## src/rtl/timestamp_capture_pkg.sv

```systemverilog
// Shared widths and defaults for the timestamp capture path.
package timestamp_capture_pkg;

    // Timestamp width, matching the upstream 16-bit free-running counter
    localparam int TS_CW    = 16;
    // Default number of buffered timestamps
    localparam int TS_DEPTH = 4;
    // Dropped-event counter width and its saturation value
    localparam int DROP_W   = 8;
    localparam logic [DROP_W-1:0] DROP_MAX = {DROP_W{1'b1}};

    // Occupancy width able to represent 0..depth inclusive
    function automatic int level_width(input int depth);
        return $clog2(depth) + 1;
    endfunction

endpackage

```

## src/rtl/timestamp_capture_sync_fifo.sv

```systemverilog
// Show-ahead synchronous FIFO; power-of-two depth so pointers wrap for free.
// A push into a full FIFO is taken when a pop happens on the same edge.
import timestamp_capture_pkg::*;

module sync_fifo #(
    parameter int DEPTH = TS_DEPTH,
    parameter int W     = TS_CW,
    localparam int AW   = (DEPTH > 1) ? $clog2(DEPTH) : 1,
    localparam int LW   = $clog2(DEPTH) + 1
) (
    input  logic          clk,
    input  logic          reset,
    input  logic          push,
    input  logic [W-1:0]  wdata,
    input  logic          pop,
    output logic [W-1:0]  rdata,
    output logic          full,
    output logic          empty,
    output logic [LW-1:0] level
);

    logic [W-1:0]  mem [DEPTH];
    logic [AW-1:0] wr_ptr;
    logic [AW-1:0] rd_ptr;
    logic          wr_en;
    logic          rd_en;

    assign full  = (level == LW'(DEPTH));
    assign empty = (level == '0);
    assign rd_en = pop & ~empty;
    assign wr_en = push & (~full | rd_en);
    assign rdata = mem[rd_ptr];

    // Storage is left unreset; only the pointers define what is valid
    always_ff @(posedge clk) begin
        if (wr_en) mem[wr_ptr] <= wdata;
    end

    // Pointer and occupancy tracking; simultaneous push/pop keeps level
    always_ff @(posedge clk) begin
        if (reset) begin
            wr_ptr <= '0;
            rd_ptr <= '0;
            level  <= '0;
        end else begin
            if (wr_en) wr_ptr <= wr_ptr + AW'(1);
            if (rd_en) rd_ptr <= rd_ptr + AW'(1);
            case ({wr_en, rd_en})
                2'b10:   level <= level + LW'(1);
                2'b01:   level <= level - LW'(1);
                default: level <= level;
            endcase
        end
    end

endmodule

```

## src/rtl/timestamp_capture.sv

```systemverilog
// Timestamps rising edges of an asynchronous event line with the local
// free-running count and buffers them for a downstream consumer.
import timestamp_capture_pkg::*;

module timestamp_capture #(
    parameter int DEPTH = TS_DEPTH,
    parameter int CW    = TS_CW,
    localparam int LW   = $clog2(DEPTH) + 1
) (
    input  logic              clk,
    input  logic              reset,
    input  logic [CW-1:0]     count,
    input  logic              event_in,
    output logic [CW-1:0]     ts_data,
    output logic              ts_valid,
    input  logic              ts_ready,
    output logic [LW-1:0]     level,
    output logic              overflow,
    output logic [DROP_W-1:0] drop_cnt,
    input  logic              clear_ovf
);

    logic s1, s2, s3;
    logic rise;
    logic pop;
    logic full;
    logic empty;
    logic drop;

    // Two-flop synchronizer plus one delay flop for edge detection
    always_ff @(posedge clk) begin
        if (reset) begin
            s1 <= 1'b0;
            s2 <= 1'b0;
            s3 <= 1'b0;
        end else begin
            s1 <= event_in;
            s2 <= s1;
            s3 <= s2;
        end
    end

    // A held-high event produces a single one-cycle rise
    assign rise     = s2 & ~s3;
    assign ts_valid = ~empty;
    assign pop      = ts_valid & ts_ready;
    // Full with a same-edge pop still has room, so only that case drops
    assign drop     = rise & full & ~pop;

    sync_fifo #(
        .DEPTH (DEPTH),
        .W     (CW)
    ) u_fifo (
        .clk   (clk),
        .reset (reset),
        .push  (rise),
        .wdata (count),
        .pop   (pop),
        .rdata (ts_data),
        .full  (full),
        .empty (empty),
        .level (level)
    );

    // Sticky overflow and saturating drop count; a drop beats a clear
    always_ff @(posedge clk) begin
        if (reset) begin
            overflow <= 1'b0;
            drop_cnt <= '0;
        end else if (drop) begin
            overflow <= 1'b1;
            if (clear_ovf)                drop_cnt <= DROP_W'(1);
            else if (drop_cnt != DROP_MAX) drop_cnt <= drop_cnt + DROP_W'(1);
        end else if (clear_ovf) begin
            overflow <= 1'b0;
            drop_cnt <= '0;
        end
    end

endmodule

```

## config.mk

```make
export PLATFORM = sky130hd
export DESIGN_NAME = timestamp_capture
export DESIGN_NICKNAME = d
export VERILOG_FILES = /design/src/rtl/timestamp_capture_pkg.sv /design/src/rtl/timestamp_capture_sync_fifo.sv /design/src/rtl/timestamp_capture.sv
export SDC_FILE = /design/constraint.sdc
export NUM_CORES = 1
export LEC_CHECK = 0
export ABC_AREA = 1
export CORE_MARGIN = 5
export CORE_UTILIZATION = 48
export DETAILED_ROUTE_END_ITERATION = 8
export PLACE_DENSITY = 0.81
export SYNTH_ARGS = -nofsm -noshare
export SYNTH_HDL_FRONTEND = slang
export SYNTH_SLANG_ARGS = --single-unit
```

## constraint.sdc

```tcl
create_clock -name clk -period 1.8 [get_ports clk]
set_input_delay 0.45 -clock clk [delete_from_list [all_inputs] [get_ports clk]]
set_output_delay 0.45 -clock clk [all_outputs]
set_load 0.01 [all_outputs]
```

==> flow_summary.json, run 1 <==
{
  "status": "complete, but fails checks",
  "violations": "setup timing",
  "start_util_pct": 48.4,
  "cts_max_path_buffers": 2,
  "finalMaxSlewViolations": 0,
  "drive_gt1_share_pct": 35.1,
  "gp_congestion": 0.854,
  "rows": 31,
  "cts_tree": "done",
  "area_growth_pct": 39.1,
  "drtAntennaViolNets": 0,
  "cp_cell_sequence": "inv_8 -> buf_8 -> nor2_1 -> o22ai_2 -> buf_2",
  "grt_pass1_wl_mm": 11.5,
  "min_path_type": "reg2reg",
  "diodes": 0,
  "synth-seq-cells": 85,
  "worst-setup-path-type": "reg2out",
  "cp_num_cells": 5,
  "n_fill_cell": 525,
  "reg2reg_slack_ps": 50,
  "synthCells": 309,
  "synth_fp_nets": 337,
  "cts_sinks": 85,
  "drt_iter0_drc": 91,
  "yosysSeqAreaShare_pct": 67.8,
  "skew_ps": 6.05,
  "drcViolationCount": 0,
  "synth_edf_count": 64,
  "grt_max_degree": 19,
  "die_area_um2": 9000,
  "drv_cap": 0,
  "worst_pin_slew_ps": 327,
  "die_y_um": 94.9,
  "avgViaCountPerCell": 5.07,
  "max_stage_delay_ps": 480,
  "min_period_over_period_pct": 103,
  "fin_crit_ps": 1860,
  "place_ws_ps": -530,
  "syn_area_um2": 3460,
  "cts_max_level": 3,
  "fmax_ghz": 0.538,
  "crit_path_top_delay_cell": "dfxtp_4",
  "synth_flop_cell": "edfxtp_1",
  "ios": 50,
  "rsz0062_at_grt": "true",
  "regArea_um2": 2360,
  "timing.rr.start": "u_fifo.level[1]",
  "holdBufCountCts": 0,
  "synth_area_per_cell_um2": 11.2,
  "postLayoutSetupSlackWorst_ps": -60.2,
  "nets": 427,
  "power.density_nw_per_um2": 1050,
  "antenna_found_initial": 0,
  "r2r-end": "u_fifo.level[2]",
  "grt_usage_pct": 16.8,
  "required_ps": 1350,
  "insertion_delay_ps": 350,
  "wl_per_cell_um": 16.1,
  "multi_input_area_um2": 1160,
  "finalSetupViolCount": 16,
  "crit_buf_inv": 3,
  "maxSlewHeadroom_pct": 78.1,
  "crit_path_end": "ts_data[2]",
  "hpwl_mm": 4.75,
  "grt-ovfl-total": 0,
  "first_pass_iters": 4,
  "port_buffers": 49,
  "die_w_um": 94.9,
  "rr_worst_depth": 10,
  "num_vias": 2551,
  "yosysWarnings": 0,
  "fin_cells": 503,
  "worst_ir_drop_vdd_mv": 0.746,
  "critical-path-top-delay-family": "flip-flops",
  "grt_pass1_vias": 2511,
  "wirelength_mm": 8.09,
  "core_um2": 7140,
  "path_max_fanout": 8,
  "async_flop_share_pct": 0,
  "cts_made_buffers": 9,
  "crit_path_end_kind": "output port",
  "critPathLaunchType": "flip-flop",
  "dpl.cell_count": 476,
  "leakage_nw": 1.82,
  "hold_viol_final": 0,
  "root_buffer": "clkbuf_8",
  "clkTransAtPathRegs_ps": 90,
  "synthDistinctLibCells": 26,
  "cp.arrival_ps": 1410
}
## synth_stat cells (all sizes together), types with 4 or more instances
cell / n / area, um^2
ha: 6 / 75.1
inv: 26 / 97.6
nand3: 4 / 20.0
a21oi: 14 / 81.3
o21ai: 34 / 170
clkbuf: 10 / 37.5
o22ai: 16 / 100
dfxtp: 21 / 420
nand2: 41 / 166
nor2: 55 / 216
edfxtp: 64 / 1920
nand4: 5 / 31.3
## routing by layer
metal	up-vias	wire length [um]	track usage (%)
met5	-	0	0
met4	0	88	5.41
met3	10	387	5.50
met2	62	4400	29.5
met1	1214	3220	19.5
li1	1265	-	-
## repair_timing
item | 4_1_cts | 5_1_grt
pin swaps | 3 | 26
gates resized for setup | 92 | 90
gates cloned | 1 | 4
setup buffers | 4 | 2
setup endpoints to repair | 24 | 26
## worst min-delay path by stage
stage | startpoint | endpoint | cells past startpoint
after floorplan | s1 | s2 | 2
after global placement | s1 | s2 | 2
after detailed placement | s1 | s2 | 2
after CTS | s1 | s2 | 2
after global routing | s1 | s2 | 2
final | s1 | s2 | 2
## stage by stage
stage	setup TNS (ps)	instance area (um^2)	utilization (%)	power (W)	hold slack, ps
6_report	-557	4810	67.4	0.00506	421
4_1_cts	-485	4530	63.4	0.00474	424
2_1_floorplan	-734	3470	-	0.00279	388
5_1_grt	-1540	4810	67.4	0.00533	447
3_5_place_dp	-13980	4300	60.2	0.00340	413
3_3_place_gp	-10880	4300	60.2	0.00337	397
## power breakdown
part / total, W / switching, W / internal [W]
Combinational: 0.00146 / 0.000734 / 0.000725
Sequential: 0.00225 / 0.0000764 / 0.00218
Clock: 0.00135 / 0.000706 / 0.000646
## tightest hold or removal path: cells and delay by family (launching register included)
kind | cells | cell delay [ps]
buf+inv | 1 | 50
flops | 1 | 300
simple gates | 1 | 30
## registers in the layout, summed over array words and instances, names as in the netlist, named ones only
| signal | count |
|---|---|
| drop_cnt | 8 |
| overflow | 1 |
| s1 | 1 |
| s2 | 1 |
| s3 | 1 |
| u_fifo.level | 3 |
| u_fifo.mem | 64 |
| u_fifo.rd_ptr | 2 |
| u_fifo.wr_ptr | 2 |
## layout by cell type (no fill, tap or decap), types with 2 or more instances in the layout
cell type | netlist | layout
clkbuf_8 | 0 | 9
buf_2 | 0 | 16
o21ai_1 | 0 | 8
buf_4 | 0 | 25
nor2_4 | 1 | 3
clkinv_1 | 1 | 2
o21ai_2 | 0 | 25
clkbuf_16 | 0 | 3
o22ai_1 | 16 | 11
nand2_2 | 2 | 3
inv_6 | 0 | 2
a21oi_2 | 3 | 5
clkinvlp_4 | 0 | 3
nor3b_1 | 3 | 2
dfxtp_2 | 0 | 11
nand4_1 | 5 | 5
nor2_2 | 1 | 8
clkdlybuf4s50_1 | 0 | 26
edfxtp_1 | 64 | 64
nand2_1 | 38 | 37
nand3_1 | 4 | 4
buf_8 | 0 | 2
buf_6 | 0 | 6
ha_1 | 6 | 5
dlygate4sd2_1 | 0 | 4
o22ai_2 | 0 | 5
a21oi_1 | 11 | 9
dlymetal6s2s_1 | 0 | 3
a211oi_1 | 2 | 2
inv_1 | 26 | 22
o21bai_1 | 2 | 2
inv_2 | 0 | 2
dfxtp_1 | 21 | 9
buf_12 | 0 | 4
nor2_1 | 53 | 44
## logic make-up after synthesis
logic type,Yosys count,share of synthesized area [%]
AND/OR/NAND/NOR,111,14.2
flip-flops,85,67.8
AO/OA/AOI/OAI,69,11.3
buffers and inverters,37,4.02
adder cells (fa/ha/maj),7,2.75
## cell type report
type	instances	area share (%)
repair buffers	89	17.7
flip-flops and latches	85	49.1
inverters	27	2.32
well taps	99	2.58
clock buffers	9	2.58
multi-input cells	187	24.2
clock inverters	7	1.54
Power figures use the tool's default switching activity.
==> run 2, diff against run 1 <==
--- a/config.mk
+++ b/config.mk
@@ -6,9 +6,10 @@
 export NUM_CORES = 1
 export LEC_CHECK = 0
 export ABC_AREA = 1
-export CORE_MARGIN = 5
+export CORE_MARGIN = 2
 export CORE_UTILIZATION = 48
 export DETAILED_ROUTE_END_ITERATION = 8
+export HOLD_SLACK_MARGIN = 0.02
 export PLACE_DENSITY = 0.81
 export SYNTH_ARGS = -nofsm -noshare
 export SYNTH_HDL_FRONTEND = slang
==> run 2 against run 1 <==
Net effect:
- the run still ends with setup timing left
- clock power shrank 4%
- sequential share of layout area shrank 0.57 points
- register-to-register slack is essentially flat
- worst hold slack gained 4.5 ps
- wire length shrank 2.4%
- via count grew 3.1%
- die area shrank 12%
- clock skew grew 2.4 ps
- sequential cell count is the same
- setup slack gained 7.6 ps
- critical path depth is the same
- largest power group unchanged
- highest routed layer unchanged
==> flow_summary.json, run 2 (synthesis results as in run 1) <==
{
  "use_met1_pct": 24.8,
  "wl_per_cell_um": 15.6,
  "crit_path_end_kind": "output port",
  "hpwl_mm": 4.86,
  "clkTransAtPathRegs_ps": 80,
  "die_w_um": 88.9,
  "nets": 432,
  "avgViaCountPerCell": 5.21,
  "dpl.cell_count": 478,
  "insertion_delay_ps": 340,
  "skew_ps": 8.48,
  "ios": 50,
  "drive_gt1_share_pct": 33.5,
  "cts_sinks": 85,
  "worst_pin_slew_ps": 318,
  "timing.rr.start": "u_fifo.level[2]",
  "place_ws_ps": -541,
  "min_period_over_period_pct": 103,
  "grt_util_met3_pct": 6.44,
  "die_area_um2": 7890,
  "grt_busiest_layer": "met2",
  "placed_cell_area_um2": 4350,
  "gp_congestion": 0.860,
  "design_area_um2": 4860,
  "rows": 30,
  "cts_max_level": 3,
  "leakage_nw": 1.85,
  "grt.met2_usage_pct": 36.6,
  "status": "complete, but fails checks",
  "violations": "setup timing",
  "required_ps": 1350,
  "final_cell_mix": "edfxtp_1, nor2_1, nand2_1",
  "num_vias": 2629,
  "cts_made_buffers": 9,
  "diodes": 0,
  "path_max_fanout": 7,
  "first_pass_iters": 4,
  "finalMaxSlewViolations": 0,
  "grt_pass1_wl_mm": 12.2,
  "drt_iter0_drc": 149,
  "largestRegisters": "u_fifo.mem: 64 flops, drop_cnt: 8 flops, u_fifo.level: 3 flops",
  "port_buffers": 49,
  "final_common_cell": "edfxtp_1",
  "root_buffer": "clkbuf_8",
  "cts_max_path_buffers": 2,
  "largest_register_ffs": 64,
  "maxSlewHeadroom_pct": 78.7,
  "total_power_w": 0.00506,
  "critPathLaunchType": "flip-flop",
  "power.density_nw_per_um2": 1040,
  "hold_start": "s1",
  "top_register": "u_fifo.mem",
  "die_y_um": 88.9,
  "fin_crit_ps": 1850,
  "fin_cells": 505,
  "drtAntennaViolNets": 0,
  "area_growth_pct": 40.8,
  "wirelength_mm": 7.90,
  "postLayoutSetupSlackWorst_ps": -52.5,
  "grt-ovfl-total": 0,
  "min_path_type": "reg2reg",
  "cts_tree": "done",
  "drv_cap": 0,
  "fmax_ghz": 0.540,
  "worst_ir_drop_vdd_mv": 0.622,
  "grt_max_degree": 21,
  "antenna_found_initial": 0,
  "rsz0062_at_grt": "true",
  "finalSetupViolCount": 13,
  "hold_viol_final": 0,
  "cp.arrival_ps": 1400,
  "start_util_pct": 50.3,
  "grt_usage_pct": 21.0,
  "drcViolationCount": 0,
  "core_um2": 6870,
  "worst-setup-path-type": "reg2out",
  "grt_pass1_vias": 2589
}
-- run 2: path summary, 6_finish.rpt --
path	slack (ps)	endpoint	cells past startpoint
setup / recovery	-50	ts_data[10]	5
hold / removal	430	s2	2
setup reg to reg	40	u_fifo.level[2]	9
hold reg to reg	430	s2	2
-- run 2: repair_timing --
| item | CTS | global route |
|---|---|---|
| setup buffers | 5 | 3 |
| hold buffers | 0 | 0 |
| cloned | 4 | 0 |
| pin swaps | 17 | 20 |
| gates resized for setup | 123 | 49 |
| setup endpoints to repair | 23 | 23 |
-- run 2: layout make-up --
| type | instances | area [um^2] |
|---|---|---|
| Clock buffer | 10 | 128 |
| Clock inverter | 6 | 63.8 |
| Fill cell | 468 | 2000 |
| Inverter | 27 | 104 |
| Multi-Input combinational cell | 187 | 1190 |
| Sequential cell | 85 | 2360 |
| Tap cell | 96 | 120 |
| Timing Repair Buffer | 94 | 897 |
-- run 2: where the power goes --
part,internal (W),total [W],switching [W]
clock network,0.000639,0.00129,0.000653
logic,0.000751,0.00153,0.000783
registers,0.00218,0.00223,0.0000541
-- run 2: worst max-delay path: stages (launching register included) --
cell and delay [ps]:
dfxtp_4 370, buf_12 150, buf_16 140, o21ai_2 160
o22ai_1 90, buf_2 150
-- run 2: per-layer routing --
| metal | vias to the layer above | part of all wire [%] |
|---|---|---|
| li1 | 1276 | - |
| met4 | 0 | 1.4 |
| met3 | 10 | 6.2 |
| met2 | 95 | 51 |
| met1 | 1248 | 41 |
| met5 | - | 0 |
-- run 2: metrics by stage --
stage | setup TNS [ps] | util (%) | hold WS, ps
after CTS | -725 | 68.4 | 421
after floorplan | -734 | - | 388
after detailed placement | -13460 | 63.3 | 411
after global routing | -1400 | 70.8 | 435
final | -441 | 70.8 | 426
after global placement | -11260 | 63.3 | 395
==> run 3, diff against run 2 <==
--- a/config.mk
+++ b/config.mk
@@ -11,6 +11,7 @@
 export DETAILED_ROUTE_END_ITERATION = 8
 export HOLD_SLACK_MARGIN = 0.02
 export PLACE_DENSITY = 0.81
+export SLEW_MARGIN = 0
 export SYNTH_ARGS = -nofsm -noshare
 export SYNTH_HDL_FRONTEND = slang
 export SYNTH_SLANG_ARGS = --single-unit
==> results of run 3 <==
Same layout as run 2: the final DEF is identical, and so are final timing and power.
